## src/rtl/wimax_pkg.sv

```systemverilog
// Shared constants and types for the rate-1/2 K=7 tail-biting convolutional encoder.
// Also provides the generator tap helper used by the encoder datapath.
package wimax_pkg;

    localparam int BLOCK_BITS = 96;
    localparam int CODED_BITS = 192;
    localparam int IDX_W      = 7;

    localparam logic [6:0] G1 = 7'o171;
    localparam logic [6:0] G2 = 7'o133;

    typedef enum logic [1:0] {
        IDLE   = 2'd0,
        LOAD   = 2'd1,
        ENCODE = 2'd2
    } enc_state_t;

    // Window layout is {u, s1, s2, s3, s4, s5, s6}, so the octal generator applies directly.
    function automatic logic conv_bit(input logic [6:0] win, input logic [6:0] gen);
        return ^(win & gen);
    endfunction

endpackage

```

## src/rtl/fec_pingpong_buf.sv

```systemverilog
// Two-bank ping-pong store for 96-bit info blocks: serial write side, whole-bank read side.
// Tracks per-bank full flags so the writer and the encoder can work on opposite banks.
module fec_pingpong_buf
    import wimax_pkg::*;
(
    input  logic                  clk,
    input  logic                  reset,
    input  logic                  i_wr_en,
    input  logic                  i_wr_bit,
    input  logic                  i_rd_release,
    output logic                  o_wr_ready,
    output logic                  o_rd_avail,
    output logic                  o_next_avail,
    output logic [BLOCK_BITS-1:0] o_rd_bank
);

    logic [BLOCK_BITS-1:0] r_bank [2];
    logic [1:0]            r_full;
    logic [IDX_W-1:0]      r_wr_idx;
    logic                  r_wr_sel;
    logic                  r_rd_sel;

    logic                  w_wr_last;
    logic [1:0]            w_set;
    logic [1:0]            w_clr;

    assign w_wr_last = i_wr_en && (r_wr_idx == IDX_W'(BLOCK_BITS - 1));

    // Set and clear masks are kept separate so a fill and a release in one cycle both land.
    always_comb begin
        w_set = 2'b00;
        w_clr = 2'b00;
        if (w_wr_last)
            w_set[r_wr_sel] = 1'b1;
        if (i_rd_release)
            w_clr[r_rd_sel] = 1'b1;
    end

    always_ff @(posedge clk or negedge reset) begin
        if (!reset) begin
            r_full   <= 2'b00;
            r_wr_idx <= '0;
            r_wr_sel <= 1'b0;
            r_rd_sel <= 1'b0;
        end else begin
            r_full <= (r_full & ~w_clr) | w_set;
            if (i_wr_en) begin
                if (w_wr_last) begin
                    r_wr_idx <= '0;
                    r_wr_sel <= ~r_wr_sel;
                end else begin
                    r_wr_idx <= r_wr_idx + IDX_W'(1);
                end
            end
            if (i_rd_release)
                r_rd_sel <= ~r_rd_sel;
        end
    end

    always_ff @(posedge clk) begin
        if (i_wr_en)
            r_bank[r_wr_sel][r_wr_idx] <= i_wr_bit;
    end

    assign o_wr_ready   = ~r_full[r_wr_sel];
    // A bank completing this cycle counts as available so the encoder can start one cycle earlier.
    assign o_rd_avail   = r_full[r_rd_sel] | w_set[r_rd_sel];
    assign o_next_avail = r_full[~r_rd_sel] | w_set[~r_rd_sel];
    assign o_rd_bank    = r_bank[r_rd_sel];

endmodule

```

## src/rtl/fec_encoder.sv

```systemverilog
// Rate-1/2 K=7 tail-biting convolutional encoder: buffers 96-bit blocks and emits X,Y per info bit.
// The shift register is preloaded from the block tail so the start and end states coincide.
module fec_encoder
    import wimax_pkg::*;
(
    input  logic clk,
    input  logic reset,
    input  logic input_data,
    input  logic data_valid,
    output logic ready_out,
    input  logic ready_in,
    output logic output_data,
    output logic valid_out
);

    enc_state_t            r_state;
    enc_state_t            w_next;
    logic [5:0]            r_sr;
    logic [IDX_W-1:0]      r_rd_idx;
    logic                  r_phase;

    logic                  w_wr_en;
    logic                  w_rd_avail;
    logic                  w_next_avail;
    logic [BLOCK_BITS-1:0] w_rd_bank;
    logic                  w_u;
    logic [6:0]            w_win;
    logic                  w_xfer;
    logic                  w_last;

    assign w_wr_en = data_valid & ready_out;

    fec_pingpong_buf u_buf (
        .clk          (clk),
        .reset        (reset),
        .i_wr_en      (w_wr_en),
        .i_wr_bit     (input_data),
        .i_rd_release (w_last),
        .o_wr_ready   (ready_out),
        .o_rd_avail   (w_rd_avail),
        .o_next_avail (w_next_avail),
        .o_rd_bank    (w_rd_bank)
    );

    // r_sr[5] is s1 (most recent bit), r_sr[0] is s6.
    assign w_u    = w_rd_bank[r_rd_idx];
    assign w_win  = {w_u, r_sr};
    assign w_xfer = (r_state == ENCODE) && ready_in;
    assign w_last = w_xfer && r_phase && (r_rd_idx == IDX_W'(BLOCK_BITS - 1));

    always_ff @(posedge clk or negedge reset) begin
        if (!reset)
            r_state <= IDLE;
        else
            r_state <= w_next;
    end

    always_comb begin
        w_next      = r_state;
        valid_out   = 1'b0;
        output_data = 1'b0;
        case (r_state)
            IDLE: begin
                if (w_rd_avail)
                    w_next = LOAD;
            end
            LOAD: begin
                w_next = ENCODE;
            end
            ENCODE: begin
                valid_out   = 1'b1;
                output_data = r_phase ? conv_bit(w_win, G2) : conv_bit(w_win, G1);
                if (w_last)
                    w_next = w_next_avail ? LOAD : IDLE;
            end
            default: begin
                w_next = IDLE;
            end
        endcase
    end

    // Outputs depend only on registered state, so they hold naturally while ready_in is low.
    always_ff @(posedge clk or negedge reset) begin
        if (!reset) begin
            r_sr     <= '0;
            r_rd_idx <= '0;
            r_phase  <= 1'b0;
        end else if (r_state == LOAD) begin
            r_sr     <= w_rd_bank[BLOCK_BITS-1 -: 6];
            r_rd_idx <= '0;
            r_phase  <= 1'b0;
        end else if (w_xfer) begin
            if (!r_phase) begin
                r_phase <= 1'b1;
            end else begin
                r_phase  <= 1'b0;
                r_sr     <= {w_u, r_sr[5:1]};
                r_rd_idx <= w_last ? '0 : r_rd_idx + IDX_W'(1);
            end
        end
    end

endmodule

```

## config.mk

```make
export PLATFORM = sky130hd
export DESIGN_NAME = fec_encoder
export DESIGN_NICKNAME = d
export VERILOG_FILES = /design/src/rtl/wimax_pkg.sv /design/src/rtl/fec_pingpong_buf.sv /design/src/rtl/fec_encoder.sv
export SDC_FILE = /design/constraint.sdc
export NUM_CORES = 1
export LEC_CHECK = 0
export BUFFER_PORTS_ARGS = -buffer_cell sky130_fd_sc_hd__buf_4
export CAP_MARGIN = 20
export CORE_MARGIN = 5
export CORE_UTILIZATION = 40
export CTS_BUF_LIST = sky130_fd_sc_hd__clkbuf_8
export DETAILED_ROUTE_END_ITERATION = 10
export GPL_TIMING_DRIVEN = 0
export PLACE_DENSITY = 0.59
export RECOVER_POWER = 100
export SLEW_MARGIN = 30
export SYNTH_ARGS = -nofsm -noshare
export SYNTH_HDL_FRONTEND = slang
export SYNTH_SLANG_ARGS = --single-unit
```

## constraint.sdc

```tcl
create_clock -name clk -period 7.1 [get_ports clk]
set_input_delay 0.71 -clock clk [delete_from_list [all_inputs] [get_ports clk]]
set_output_delay 0.71 -clock clk [all_outputs]
set_load 0.005 [all_outputs]
```

==> results.cfg <==
[power_and_ir_drop]
seqPwrFrac_pct = 46.5
ir_worst_vdd_uv = 176.4
switching_share_pct = 32.27
internal-power_mw = 2.200
power_leakage_nw = 3.410
p_per_area_mw_per_mm2 = 297.2
pwr-share-clk_pct = 29.2
switchingPower_mw = 1.048
combPwrFrac_pct = 24.2

[die]
rows = 57
io-pin-count = 8
die_w_um = 167
die_area_mm2 = 0.02789
fp.coreArea_mm2 = 0.02432
start_util_pct = 40.54
dieHeight_um = 167

[critical_path]
worstSetupPathDepth = 9
crit_top_cell = clkbuf_1
critPathMaxStageDelay_ns = 0.68
critical_path_arrival_ns = 4.24
regToRegSetupSlack_ns = 3.32
crit_chain = clkbuf_1, clkbuf_1, mux4_2, a211oi_1, a2111oi_0, o21ai_1, a21oi_1, nor3b_1, buf_4
worst_ep_required_time_ns = 6.39
path_max_fanout = 10
cpMaxStageDelayCell = clkbuf_1
crit_family = buffers and inverters
path_class = flip-flop to output pin
start_kind = flip-flop
cp_num_buf_inv = 3
end_kind = output pin
r2r_cells = 8

[logic_synthesis]
yosysWarnings = 0
synth-edff-count = 192
synth_cells = 748
ys_ff_latch = 219
syn_avg_cell_area_um2 = 13.18
syn_nets = 755
netlist_area_mm2 = 0.009859
synth_seq_area_share_pct = 65.33
synthFlopType = edfxtp_1
async_flop_share_pct = 12.33
synth_cell_types = 52

[route]
dr_total_vias = 6283
wl_per_cell_um = 21.34
detail-route-antenna-nets = 0
vias_per_cell = 5.516
drt_iter0_drc = 624
routed_wl_mm = 24.31
first_pass_iters = 5
drc = 0

[place]
io_buffers = 7
place_hpwl_mm = 16.06
gp_congestion = 0.8324

[clock_tree]
cts_resized = 0
clock_latency_ns = 0.51
postCtsHoldBufs = 0
cts_sinks = 219
clk_pin_slew_ns = 0.05
cts-buffers-inserted = 37
cts-root-buf = clkbuf_8
cts_htree_levels = 2
max-clock-path-buffers = 3
cts_tree = built
post_cts_buffers = 0

[sta]
fin_crit_sh_pct = 69.70
worstMarginPinSlew_ns = 3.715
finalHoldViolCount = 0
fmax_mhz = 202.1
fin_crit_ns = 4.949
finClkSkew_ns = 0.01331
relSlewSlack_pct = -147.7
rsz0062_at_grt = no
setup_viol = 0
slew_violations = 128
holdWs_ns = 0.5204
tns_ns = 0

[global_route]
use_met2_pct = 28.58
grt_max_degree = 101
antenna_found_initial = 0
grt_remaining_overflow = 0
met1_usage_pct = 24.09
top_usage_layer = met2
use_met3_pct = 3.105
gr-usage-all-layers_pct = 17.42
grt_pass1_wl_mm = 37.12
grt_pass1_vias = 6177

[cells_and_area]
fillers = 2241
drive_above_1_share_pct = 10.92
num_antenna_cells = 0
multi_input_area_mm2 = 0.003128
area_growth_pct = 10.88
nNetsFinal = 802
register_area_mm2 = 0.006441

[status]
status = finished, violations left
violations = capacitance limit, slew limit

[min_path]
whs_path_depth = 1
hold_class = flip-flop to flip-flop

[flow_run]
drv_cap = 2
[final timing paths]
check / start / end
hold / removal: u_buf.r_full[0] / u_buf.r_full[0]
max in group asynchronous: reset / r_sr[1]
setup reg to reg: r_rd_idx[0] / r_sr[5]
min in group asynchronous: reset / u_buf.r_wr_idx[0]
setup / recovery: r_rd_idx[0] / output_data
hold reg to reg: u_buf.r_full[0] / u_buf.r_full[0]
[power by group through the flow]
stage                     registers (mW)  clock network, mW  logic (mW)
after floorplan                     1.51                  0       0.507
after global placement              1.53                  0       0.774
after detailed placement            1.54                  0       0.781
after CTS                           1.51              0.976       0.784
after global routing                1.52               1.04       0.848
final                               1.51              0.950       0.787
[synth_stat cells, types with 3 or more instances]
cell type	instances	area share [%]
a221o_1	4	0.41
a211oi_1	6	0.46
buf_2	4	0.20
nor3_1	10	0.51
edfxtp_1	192	58
nor3b_1	3	0.23
a22o_1	4	0.36
mux4_1	9	2.4
mux2_2	7	0.80
inv_1	6	0.23
a21oi_1	8	0.41
nand2b_1	5	0.32
a221oi_1	6	0.53
nor2b_1	12	0.76
dfrtp_1	27	6.9
xnor2_1	7	0.62
nand2_1	44	1.7
o21ai_0	7	0.36
nor2_1	210	8.0
xor2_1	5	0.44
o22ai_1	4	0.25
nand4_1	6	0.38
nand3_1	13	0.66
buf_6	5	0.57
clkbuf_1	45	1.7
and2_1	3	0.19
mux2i_1	35	3.6
o221ai_1	6	0.53
mux4_2	23	5.3
[state kept, by name (all words and copies together) (netlist names)]
register	count
u_buf.r_bank	192
r_rd_idx	7
u_buf.r_wr_idx	7
r_sr	6
r_state	2
u_buf.r_full	2
r_phase	1
u_buf.r_rd_sel	1
u_buf.r_wr_sel	1
[routing by layer]
layer / vias to the layer above / routed length [um]
li1: 2841 / -
met1: 3215 / 10700
met2: 195 / 11850
met3: 32 / 1319
met4: 0 / 437
met5: - / 0
[kinds of logic after synthesis]
logic type / after synthesis / share of synthesized area, %
buffers and inverters: 62 / 2.944
DFF: 219 / 65.33
adders and majority gates: 2 / 0.2538
and+or+nand+nor: 313 / 13.22
AOI/OAI and AO/OA: 66 / 5.177
muxes: 74 / 12.01
xor gates and xnor gates: 12 / 1.066
[stage by stage]
| step | std cells | area (um^2) | utilization (%) | setup WS (ns) | power [mW] |
|---|---|---|---|---|---|
| final | 1139 | 10930 | 44.95 | 2.151 | 3.248 |
| after global routing | 1139 | 10930 | 44.95 | 2.013 | 3.405 |
| after CTS | 1139 | 10950 | 45.04 | 2.787 | 3.269 |
| after detailed placement | 1080 | 10360 | 42.59 | 3.346 | 2.316 |
| after global placement | 1079 | 10320 | 42.42 | 3.364 | 2.308 |
| after floorplan | 748 | 9859 | - | 4.222 | 2.021 |
[layout by cell type, fill, tap and decap left out, types with 7 or more instances in the layout]
cell	n
nor2b_1	12
nor3_1	10
mux2i_1	35
mux2_2	7
o21ai_0	7
a21oi_1	8
xnor2_1	7
nand3_1	13
clkinv_1	7
mux4_1	9
clkbuf_8	37
mux4_2	23
dfrtp_1	27
clkbuf_1	49
edfxtp_1	192
nor2_1	210
inv_1	17
nand2_1	44
[cell type report]
cell class	instances	share of cell area (%)
Clock inverter	22	0.8012
Multi-Input combinational cell	467	28.61
Sequential cell	219	58.92
Clock buffer	37	4.658
Buffer	56	2.426
Timing Repair Buffer	8	0.6638
Tap cell	324	3.708
Inverter	6	0.2060
No activity file was read; power rests on OpenSTA's default activity.
